--- config.mk ---
export PLATFORM = sky130hd
export DESIGN_NAME = time_setter
export DESIGN_NICKNAME = d
export VERILOG_FILES = /design/src/rtl/time_setter.sv
export SDC_FILE = /design/constraint.sdc
export NUM_CORES = 1
export LEC_CHECK = 0
export ABC_AREA = 0
export BUFFER_PORTS_ARGS = -buffer_cell sky130_fd_sc_hd__buf_4
export CORE_ASPECT_RATIO = 2
export CORE_UTILIZATION = 50
export DETAILED_ROUTE_END_ITERATION = 6
export PLACE_DENSITY = 0.78
export SLEW_MARGIN = 10
export SYNTH_ARGS = -nofsm -noshare
export SYNTH_HDL_FRONTEND = slang
export SYNTH_SLANG_ARGS = --single-unit
--- constraint.sdc ---
create_clock -name clk -period 1.85 [get_ports clk]
set_input_delay 0.37 -clock clk [delete_from_list [all_inputs] [get_ports clk]]
set_output_delay 0.37 -clock clk [all_outputs]
set_load 0.05 [all_outputs]
--- src/rtl/time_setter.sv ---
// -----------------------------------------------------------------------------
// time_setter
//
// Button-driven time-editing controller for an hh:mm:ss BCD counter chain.
// On a mode press it pauses the counters and copies the live time into a
// shadow register. The user then steps hours, minutes and (optionally)
// seconds up or down with wrap-around. A final mode press commits the shadow
// through a one-cycle parallel-load strobe. If no button is pressed for
// TIMEOUT_CYCLES cycles, the edit is abandoned and the counters resume from
// the paused value.
//
// Parameters
//   TIMEOUT_CYCLES : idle cycles in an edit state before the edit is dropped
//   BLINK_DIV      : cycles per blink half-period
//
// Ports
//   clk                        : system clock, rising edge
//   clr                        : synchronous active-high reset
//   btn_mode/btn_up/btn_down   : one-cycle debounced button pulses
//   cur_{s0,s1,m0,m1,h0,h1}    : live BCD time from the counter chain
//   run_en                     : counter-chain enable, high only in RUN
//   load                       : one-cycle parallel-load strobe
//   sd0/sd1/md0/md1/hd0/hd1    : shadow BCD digits (load data, edit display)
//   field                      : 0 none, 1 hour, 2 minute, 3 second
//   blink                      : flash square wave, 0 outside edit states
//
// Build option
//   TIME_SETTER_SEC_EDIT_EN : when defined, seconds get their own edit state.
//                             When undefined, the minute edit commits directly
//                             and the seconds are loaded as 00.
// -----------------------------------------------------------------------------
module time_setter #(
  parameter int TIMEOUT_CYCLES = 50_000_000,
  parameter int BLINK_DIV      = 12_500_000
) (
  input  logic       clk,
  input  logic       clr,
  input  logic       btn_mode,
  input  logic       btn_up,
  input  logic       btn_down,
  input  logic [3:0] cur_s0,
  input  logic [2:0] cur_s1,
  input  logic [3:0] cur_m0,
  input  logic [2:0] cur_m1,
  input  logic [3:0] cur_h0,
  input  logic [1:0] cur_h1,
  output logic       run_en,
  output logic       load,
  output logic [3:0] sd0,
  output logic [2:0] sd1,
  output logic [3:0] md0,
  output logic [2:0] md1,
  output logic [3:0] hd0,
  output logic [1:0] hd1,
  output logic [1:0] field,
  output logic       blink
);

  localparam int IDLE_W  = $clog2(TIMEOUT_CYCLES + 1);
  localparam int BLINK_W = $clog2(BLINK_DIV + 1);

  // The counter value seen on the last idle cycle before the timeout fires.
  localparam logic [IDLE_W-1:0]  IDLE_LAST  = IDLE_W'(TIMEOUT_CYCLES - 1);
  localparam logic [BLINK_W-1:0] BLINK_LAST = BLINK_W'(BLINK_DIV - 1);

  typedef enum logic [2:0] {
    ST_RUN    = 3'd0,
    ST_EDIT_H = 3'd1,
    ST_EDIT_M = 3'd2,
`ifdef TIME_SETTER_SEC_EDIT_EN
    ST_EDIT_S = 3'd3,
`endif
    ST_COMMIT = 3'd4
  } state_e;

  // Two-digit BCD field; tens is wide enough for any of the three fields.
  typedef struct packed {
    logic [2:0] tens;
    logic [3:0] ones;
  } bcd2_t;

  localparam bcd2_t HOUR_MAX    = '{tens: 3'd2, ones: 4'd3};
  localparam bcd2_t MIN_SEC_MAX = '{tens: 3'd5, ones: 4'd9};

  // One step up or down of a two-digit BCD field that wraps between 00 and
  // max_v. Inputs are assumed legal, so the ones digit only carries at 9 and
  // only borrows at 0.
  function automatic bcd2_t bcd_step(input bcd2_t v, input logic up,
                                     input bcd2_t max_v);
    bcd2_t r;
    r = v;
    if (up) begin
      if (v == max_v) begin
        r = '0;
      end else if (v.ones == 4'd9) begin
        r.tens = v.tens + 3'd1;
        r.ones = 4'd0;
      end else begin
        r.ones = v.ones + 4'd1;
      end
    end else begin
      if (v == '0) begin
        r = max_v;
      end else if (v.ones == 4'd0) begin
        r.tens = v.tens - 3'd1;
        r.ones = 4'd9;
      end else begin
        r.ones = v.ones - 4'd1;
      end
    end
    return r;
  endfunction

  function automatic logic is_edit(input state_e s);
    return (s == ST_EDIT_H) || (s == ST_EDIT_M)
`ifdef TIME_SETTER_SEC_EDIT_EN
           || (s == ST_EDIT_S)
`endif
           ;
  endfunction

  state_e             state_q,     state_d;
  logic               run_en_q,    run_en_d;
  logic               load_q,      load_d;
  logic [1:0]         field_q,     field_d;
  logic               blink_q,     blink_d;
  logic [BLINK_W-1:0] blink_cnt_q, blink_cnt_d;
  logic [IDLE_W-1:0]  idle_q,      idle_d;
  logic [3:0]         sd0_q,       sd0_d;
  logic [2:0]         sd1_q,       sd1_d;
  logic [3:0]         md0_q,       md0_d;
  logic [2:0]         md1_q,       md1_d;
  logic [3:0]         hd0_q,       hd0_d;
  logic [1:0]         hd1_q,       hd1_d;

  logic any_btn;
  logic edit_pulse;
  logic timed_out;

  always_comb begin
    // NOTE: every _d signal gets its hold value first, so no branch can leave
    // one unassigned and infer a latch.
    state_d     = state_q;
    sd0_d       = sd0_q;
    sd1_d       = sd1_q;
    md0_d       = md0_q;
    md1_d       = md1_q;
    hd0_d       = hd0_q;
    hd1_d       = hd1_q;
    blink_d     = blink_q;
    blink_cnt_d = blink_cnt_q;
    idle_d      = idle_q;
    run_en_d    = 1'b0;
    load_d      = 1'b0;
    field_d     = 2'd0;

    any_btn    = btn_mode | btn_up | btn_down;
    // Up and down together cancel each other out.
    edit_pulse = btn_up ^ btn_down;
    timed_out  = !any_btn && (idle_q >= IDLE_LAST);

    // Mode has priority in every edit state. When it is pressed together with
    // up or down, the field is left untouched.
    case (state_q)
      ST_RUN: begin
        if (btn_mode) begin
          state_d = ST_EDIT_H;
          sd0_d   = cur_s0;
          sd1_d   = cur_s1;
          md0_d   = cur_m0;
          md1_d   = cur_m1;
          hd0_d   = cur_h0;
          hd1_d   = cur_h1;
        end
      end

      ST_EDIT_H: begin
        if (btn_mode) begin
          state_d = ST_EDIT_M;
        end else if (edit_pulse) begin
          // The hour tens digit is only two bits wide; the step never needs
          // the third bit because the hour tops out at 23.
          {hd1_d, hd0_d} = 6'(bcd_step({1'b0, hd1_q, hd0_q}, btn_up, HOUR_MAX));
        end else if (timed_out) begin
          state_d = ST_RUN;
        end
      end

      ST_EDIT_M: begin
        if (btn_mode) begin
`ifdef TIME_SETTER_SEC_EDIT_EN
          state_d = ST_EDIT_S;
`else
          // Seconds cannot be edited in this build, so they are committed as 00.
          state_d = ST_COMMIT;
          sd0_d   = 4'd0;
          sd1_d   = 3'd0;
`endif
        end else if (edit_pulse) begin
          {md1_d, md0_d} = bcd_step({md1_q, md0_q}, btn_up, MIN_SEC_MAX);
        end else if (timed_out) begin
          state_d = ST_RUN;
        end
      end

`ifdef TIME_SETTER_SEC_EDIT_EN
      ST_EDIT_S: begin
        if (btn_mode) begin
          state_d = ST_COMMIT;
        end else if (edit_pulse) begin
          {sd1_d, sd0_d} = bcd_step({sd1_q, sd0_q}, btn_up, MIN_SEC_MAX);
        end else if (timed_out) begin
          state_d = ST_RUN;
        end
      end
`endif

      ST_COMMIT: begin
        state_d = ST_RUN;
      end

      default: begin
        state_d = ST_RUN;
      end
    endcase

    // The idle counter only runs while staying inside the edit states with no
    // button activity. Any press, and entry into or exit from editing, clears it.
    if (is_edit(state_q) && is_edit(state_d) && !any_btn) begin
      idle_d = idle_q + IDLE_W'(1);
    end else begin
      idle_d = '0;
    end

    // The blink divider restarts on entry from RUN and then free-runs across
    // the field changes, so the flash phase stays continuous while editing.
    if (!is_edit(state_d)) begin
      blink_cnt_d = '0;
      blink_d     = 1'b0;
    end else if (state_q == ST_RUN) begin
      blink_cnt_d = '0;
      blink_d     = 1'b0;
    end else if (blink_cnt_q == BLINK_LAST) begin
      blink_cnt_d = '0;
      blink_d     = ~blink_q;
    end else begin
      blink_cnt_d = blink_cnt_q + BLINK_W'(1);
    end

    // Outputs are decoded from the next state, so they are registered and
    // line up with the state register.
    run_en_d = (state_d == ST_RUN);
    load_d   = (state_d == ST_COMMIT);
    case (state_d)
      ST_EDIT_H: field_d = 2'd1;
      ST_EDIT_M: field_d = 2'd2;
`ifdef TIME_SETTER_SEC_EDIT_EN
      ST_EDIT_S: field_d = 2'd3;
`endif
      default:   field_d = 2'd0;
    endcase
  end

  always_ff @(posedge clk) begin
    // NOTE: non-blocking assignments make every flop update from the pre-edge
    // values, regardless of statement order.
    if (clr) begin
      state_q     <= ST_RUN;
      run_en_q    <= 1'b1;
      load_q      <= 1'b0;
      field_q     <= 2'd0;
      blink_q     <= 1'b0;
      blink_cnt_q <= '0;
      idle_q      <= '0;
      // NOTE: the shadow digits are plain flops, not a RAM, so they take a
      // reset value like the rest of the state.
      sd0_q       <= 4'd0;
      sd1_q       <= 3'd0;
      md0_q       <= 4'd0;
      md1_q       <= 3'd0;
      hd0_q       <= 4'd0;
      hd1_q       <= 2'd0;
    end else begin
      state_q     <= state_d;
      run_en_q    <= run_en_d;
      load_q      <= load_d;
      field_q     <= field_d;
      blink_q     <= blink_d;
      blink_cnt_q <= blink_cnt_d;
      idle_q      <= idle_d;
      sd0_q       <= sd0_d;
      sd1_q       <= sd1_d;
      md0_q       <= md0_d;
      md1_q       <= md1_d;
      hd0_q       <= hd0_d;
      hd1_q       <= hd1_d;
    end
  end

  assign run_en = run_en_q;
  assign load   = load_q;
  assign field  = field_q;
  assign blink  = blink_q;
  assign sd0    = sd0_q;
  assign sd1    = sd1_q;
  assign md0    = md0_q;
  assign md1    = md1_q;
  assign hd0    = hd0_q;
  assign hd1    = hd1_q;

endmodule

# == After elaboration in Yosys (flattened, before gate mapping) ==
# Cells that the tools add are included.
# totals
regBits,78
latch_bits,0
ram_bits,0
rom_bits,0
inputBits,25
word_cells,115
memories,0
# classes
addsub,10
multipliers,0
n_div,0
magnitude_cmp,1
n_eq_ne,20
shift,0
muxes,43
bitwise,6
n_reduce_logical,22
# ops
op,count
2-to-1 mux 4 bit,12
2-to-1 mux 3 bit,12
"adder 26 x 1 -> 26 bit, second input constant",1
">= comparator 26 bit, second input constant",1
"adder 24 x 1 -> 24 bit, second input constant",1
"equality test 24 bit, second input constant",1
case mux 4 bit (2 select lines),3
2-to-1 mux 7 bit,3
2-to-1 mux 6 bit,3
"inequality test 4 bit, second input constant",4
"inequality test 2 bit, second input constant",6
case mux 3 bit (2 select lines),2
AND reduction 6 bit,2
2-to-1 mux 2 bit,5
case mux 3 bit (3 select lines),1
"adder 4 x 1 -> 4 bit, second input constant",2
"equality test 4 bit, second input constant",2
zero test 4 bit,2
case mux 2 bit (2 select lines),2
AND reduction 4 bit,2
"subtractor 4 x 1 -> 4 bit, second input constant",2
"equality test 7 bit, second input constant",1
zero test 7 bit,1
"equality test 3 x 1 -> 1 bit, second input constant",2
other kinds (20),29

# == Longest topological paths before layout ==
# depth
depth_word,14
depth_mapped,8
mapped_depth_nobuf,7

# == Worst setup path before layout ==
# No wires, ideal clock.
# synth_timing
path_kind,reg-to-reg
from,reg hd0_q[0] (netlist: hd0[0])
to,reg hd1_q[1] (netlist: hd1[1])
arrival_time_ps,2104
required_ps,1779
setup_slack_ps,-324
stages_incl_launch_ff,7
path_buffers,0
period_less_slack_ps,2174
path_cell_list,dfxtp_1 ha_1 nand3b_1 a211oi_1 o211ai_2 or2_2 a21oi_1
# synth_between
elab_chain_cells,6
# synth_rtl
element,line,text
start: declaration,133,"logic [3:0] hd0_q, hd0_d;"
start signal: assignment,281,hd0_q <= 4'd0;
start signal: assignment,295,hd0_q <= hd0_d;
equality test 6 bit or zero test 6 bit (tied branches),"93, 102",
2-to-1 mux 6 bit (on tied branches),"93, 102",
2-to-1 mux 6 bit,92,if (up) begin
2-to-1 mux 2 bit,180,end else if (edit_pulse) begin
2-to-1 mux 2 bit,178,if (btn_mode) begin
case mux 2 bit (2 select lines),164,case (state_q)
end signal: assignment,282,hd1_q <= 2'd0;
end signal: assignment,296,hd1_q <= hd1_d;
end: declaration,134,"logic [1:0] hd1_q, hd1_d;"
# Parallel ways exist; a longest one is shown, timed or not. The select of a mux whose other input is x is not followed.
# A chain may end at the register's enable or synchronous reset.

# == Worst setup path in the final report ==
# layout_timing
from,reg idle_q[11]
to,reg field_q[0] (netlist: field[0])
# layout_between
elab_chain_cells,8
# layout_rtl
element,line,text
start: declaration,128,"logic [IDLE_W-1:0] idle_q, idle_d;"
start signal: assignment,290,idle_q <= idle_d;
>= comparator 26 bit *,160,timed_out = !any_btn && (idle_q >= IDLE_LAST);
logical AND 1 bit *,160,
2-to-1 mux 3 bit *,"184, 201",
2-to-1 mux 3 bit *,199,end else if (edit_pulse) begin
2-to-1 mux 3 bit (on tied branches),"190, 178",
case mux 3 bit (3 select lines) *,164,
equality test 3 x 2 -> 1 bit or equality test 3 x 1 -> 1 bit (tied branches),254,case (state_d)
case mux 2 bit (2 select lines) *,254,
end signal: assignment,287,field_q <= field_d;
end: declaration,125,"logic [1:0] field_q, field_d;"
# Mark *: on every way between the ends. The rest lies on a longest branch, timed or not.

==> impl_metrics.yaml <==
setup_path:
  reg2reg_from: "idle_q[11]$_SDFF_PP0_"
  critPathRequiredTime_ns: 2.07
  worstSetupStartpointType: "flip-flop"
  arrival_ns: 1.99
  reg2reg_to: "field[0]$_SDFF_PP0_"
  ff2ff_path_depth: 6
  worst-path-max-fanout: 5
  endpoint_kind: "flip-flop"
  path_class: "reg2reg"
  r2r_slack_ns: 0.09
timing:
  fin_crit_sh_pct: 95.3
  fin_crit_ns: 1.76
  finClkSkew_ns: 0.0100
  holdWs_ns: 0.316
  worst_pin_slew_ns: 0.582
  fin_ws_ns: 0.0863
  hold_violations: 0
  fmax_ghz: 0.567
  slew_violations: 0
  slew_headroom_pct: 61.1
  setup_viol: 0
global_routing:
  antenna_found_initial: 0
  grt_pass1_wl_um: 17500
  groute.usage.overall_pct: 25.7
  overflow: 0
  grt_max_degree: 27
  grt_pass1_vias: 3953
routing:
  wirelength_um: 10600
  wl_per_cell_um: 15.5
  drt-vias-per-instance: 5.79
  vias: 3946
  route.detailed.drc: 0
  ant_nets: 0
  dr.first_iter.drc_count: 165
  firstDrtPassIters: 5
power:
  irDropWorstVdd_v: 0.000750
  power.density_nw_per_um2: 851
  p_leak_nw: 2.00
  power_frac_seq_pct: 40.0
  internal_power_w: 0.00327
  p_comb_share_pct: 19.7
  swShare_pct: 27.5
  p_sw_w: 0.00124
  pwr-share-clk_pct: 40.4
finish:
  final_cells: 681
  seq_area_um2: 1580
  drive_above_1_share_pct: 24.4
  mostFrequentLayoutCells: "buf_4 (95), dfxtp_1 (69), nor2_1 (65)"
  fin_area_um2: 5310
  nets: 619
  final_common_cell: "buf_4"
  multi_input_area_um2: 2480
  syn_to_final_growth_pct: 26.8
  fillerInstances: 645
  antennaDiodeCount: 0
yosys:
  yosys_warnings: 0
  synth_ff_type: "dfxtp_1"
  synth-seq-area-share_pct: 37.3
  synth_fp_nets: 539
  netlist_area_um2: 4180
  avgSynthCellArea_um2: 8.35
  yosysTopAreaCell: "dfxtp_1"
  synth_cell_types: 61
  ys_ff_latch: 78
  synthCells: 501
  synthTopCellsByArea: "dfxtp_1 (37%), xor2_1 (6.7%), nor2_1 (5.8%)"
  synth_top_area_share_pct: 37.3
  synth-edff-count: 0
  synth-async-reset-ratio_pct: 0
floorplanning:
  die_area_um2: 8760
  initial_core_util_pct: 52.3
  pin_count: 50
  die_x_um: 66.7
  num_rows: 46
  core_um2: 8000
  dieHeight_um: 131
min_path:
  hp-start: "cur_m1[0]"
  whs_endpoint: "md1[0]$_SDFFE_PP0P_"
  whs_path_depth: 3
  hold_class: "in2reg"
place:
  dpl.hpwl_um: 7780
  place_area_um2: 4920
  dp_slack_ns: -0.0171
  gp_congestion: 0.896
  io_buffers: 49
  dp_cells: 661
clock_network:
  clkLatencyLatePin_ns: 0.34
  cts.sinks: 78
  clk_pin_slew_worst_paths_ns: 0.06
  tritoncts: "done"
  cts_buffers: 9
  cts_max_level: 3
  cts_hold_buf: 0
  cts_max_path_buffers: 2
  cts-root-buf: "clkbuf_16"
flow_run:
  maxCapViolCount: 0
status:
  outcome: "completed"
-- registers in the layout (all words and copies together), names as in the netlist --
| signal | cells |
|---|---|
| idle_q | 26 |
| blink_cnt_q | 24 |
| hd0 | 4 |
| md0 | 4 |
| sd0 | 4 |
| md1 | 3 |
| sd1 | 3 |
| state_q | 3 |
| field | 2 |
| hd1 | 2 |
| blink | 1 |
| load | 1 |
| run_en | 1 |
-- Yosys cell counts, drive strengths merged, types with 5 or more instances --
library cell / number
nand4: 23
a211oi: 5
nor3b: 14
nor2: 65
and3: 12
a21oi: 23
nand3: 16
ha: 13
xnor2: 17
nor4: 6
xor2: 32
o211ai: 6
nand2b: 6
o21ai: 11
inv: 14
buf: 11
clkbuf: 18
o221ai: 5
dfxtp: 78
nor3: 35
nand2: 33
-- power by group through the flow --
stage          logic [W]  registers (W)  clock network [W]
5_1_grt         0.000959        0.00181            0.00192
3_3_place_gp    0.000844        0.00183                  0
6_report        0.000889        0.00180            0.00182
4_1_cts         0.000866        0.00180            0.00185
3_5_place_dp    0.000860        0.00184                  0
2_1_floorplan   0.000406        0.00198                  0
-- routing by layer --
metal / global-route usage (%) / share of wire [%]
met1: 24.7 / 36
met2: 48.3 / 58
met3: 5.38 / 2.8
met4: 12.3 / 3.1
met5: 0 / 0
-- worst max-delay path, cell delays in order, from the launching register on --
cell	delay, ns
dfxtp_1	0.34
nor4_1	0.30
o211ai_1	0.17
buf_4	0.16
a21oi_1	0.15
nor2_1	0.13
o41ai_1	0.39
-- layout make-up --
cell class              instances  area share [%]
clock buffers                  11            4.39
flip-flops and latches         78            29.7
well taps                      96            2.26
clock inverters                 4            1.34
inverters                      14           0.991
repair buffers                 98            14.6
multi-input cells             380            46.7
-- worst max-delay path by stage --
stage / end / cells after the start / slack [ns] / startpoint
4_1_cts: hd1[1]$_SDFFE_PP0P_ / 7 / 0.007 / hd1[0]$_SDFFE_PP0P_
6_report: field[0]$_SDFF_PP0_ / 6 / 0.09 / idle_q[11]$_SDFF_PP0_
2_1_floorplan: hd1[1]$_SDFFE_PP0P_ / 6 / -0.08 / hd0[1]$_SDFFE_PP0P_
3_3_place_gp: idle_q[20]$_SDFF_PP0_ / 8 / 0.003 / btn_mode
3_5_place_dp: blink_cnt_q[13]$_SDFF_PP0_ / 7 / -0.02 / btn_mode
5_1_grt: idle_q[2]$_SDFF_PP0_ / 8 / -0.01 / idle_q[0]$_SDFF_PP0_
-- through the flow --
step           util, %  setup TNS (ns)  power (W)
2_1_floorplan        -         -0.0752    0.00239
3_3_place_gp      61.5               0    0.00268
3_5_place_dp      61.5          -0.143    0.00270
4_1_cts           65.3               0    0.00451
5_1_grt           66.3         -0.0287    0.00469
6_report          66.3               0    0.00452
-- logic make-up (layout without fill, tap and decap cells) --
logic type | after synthesis | after routing | synth area share (%)
buf+inv | 43 | 127 | 4.43
flops | 78 | 78 | 37.3
mux | 2 | 2 | 0.508
simple gates | 234 | 234 | 29.2
xor+xnor | 49 | 49 | 10.3
fa+ha+maj | 13 | 13 | 3.89
compound gates | 82 | 82 | 14.4
-- what timing repair did --
| action | 4_1_cts | 5_1_grt |
|---|---|---|
| setup buffers | 0 | 5 |
| setup endpoints to repair | 0 | 52 |
| resized for setup | 0 | 12 |
No activity file was read; power rests on OpenSTA's default activity.
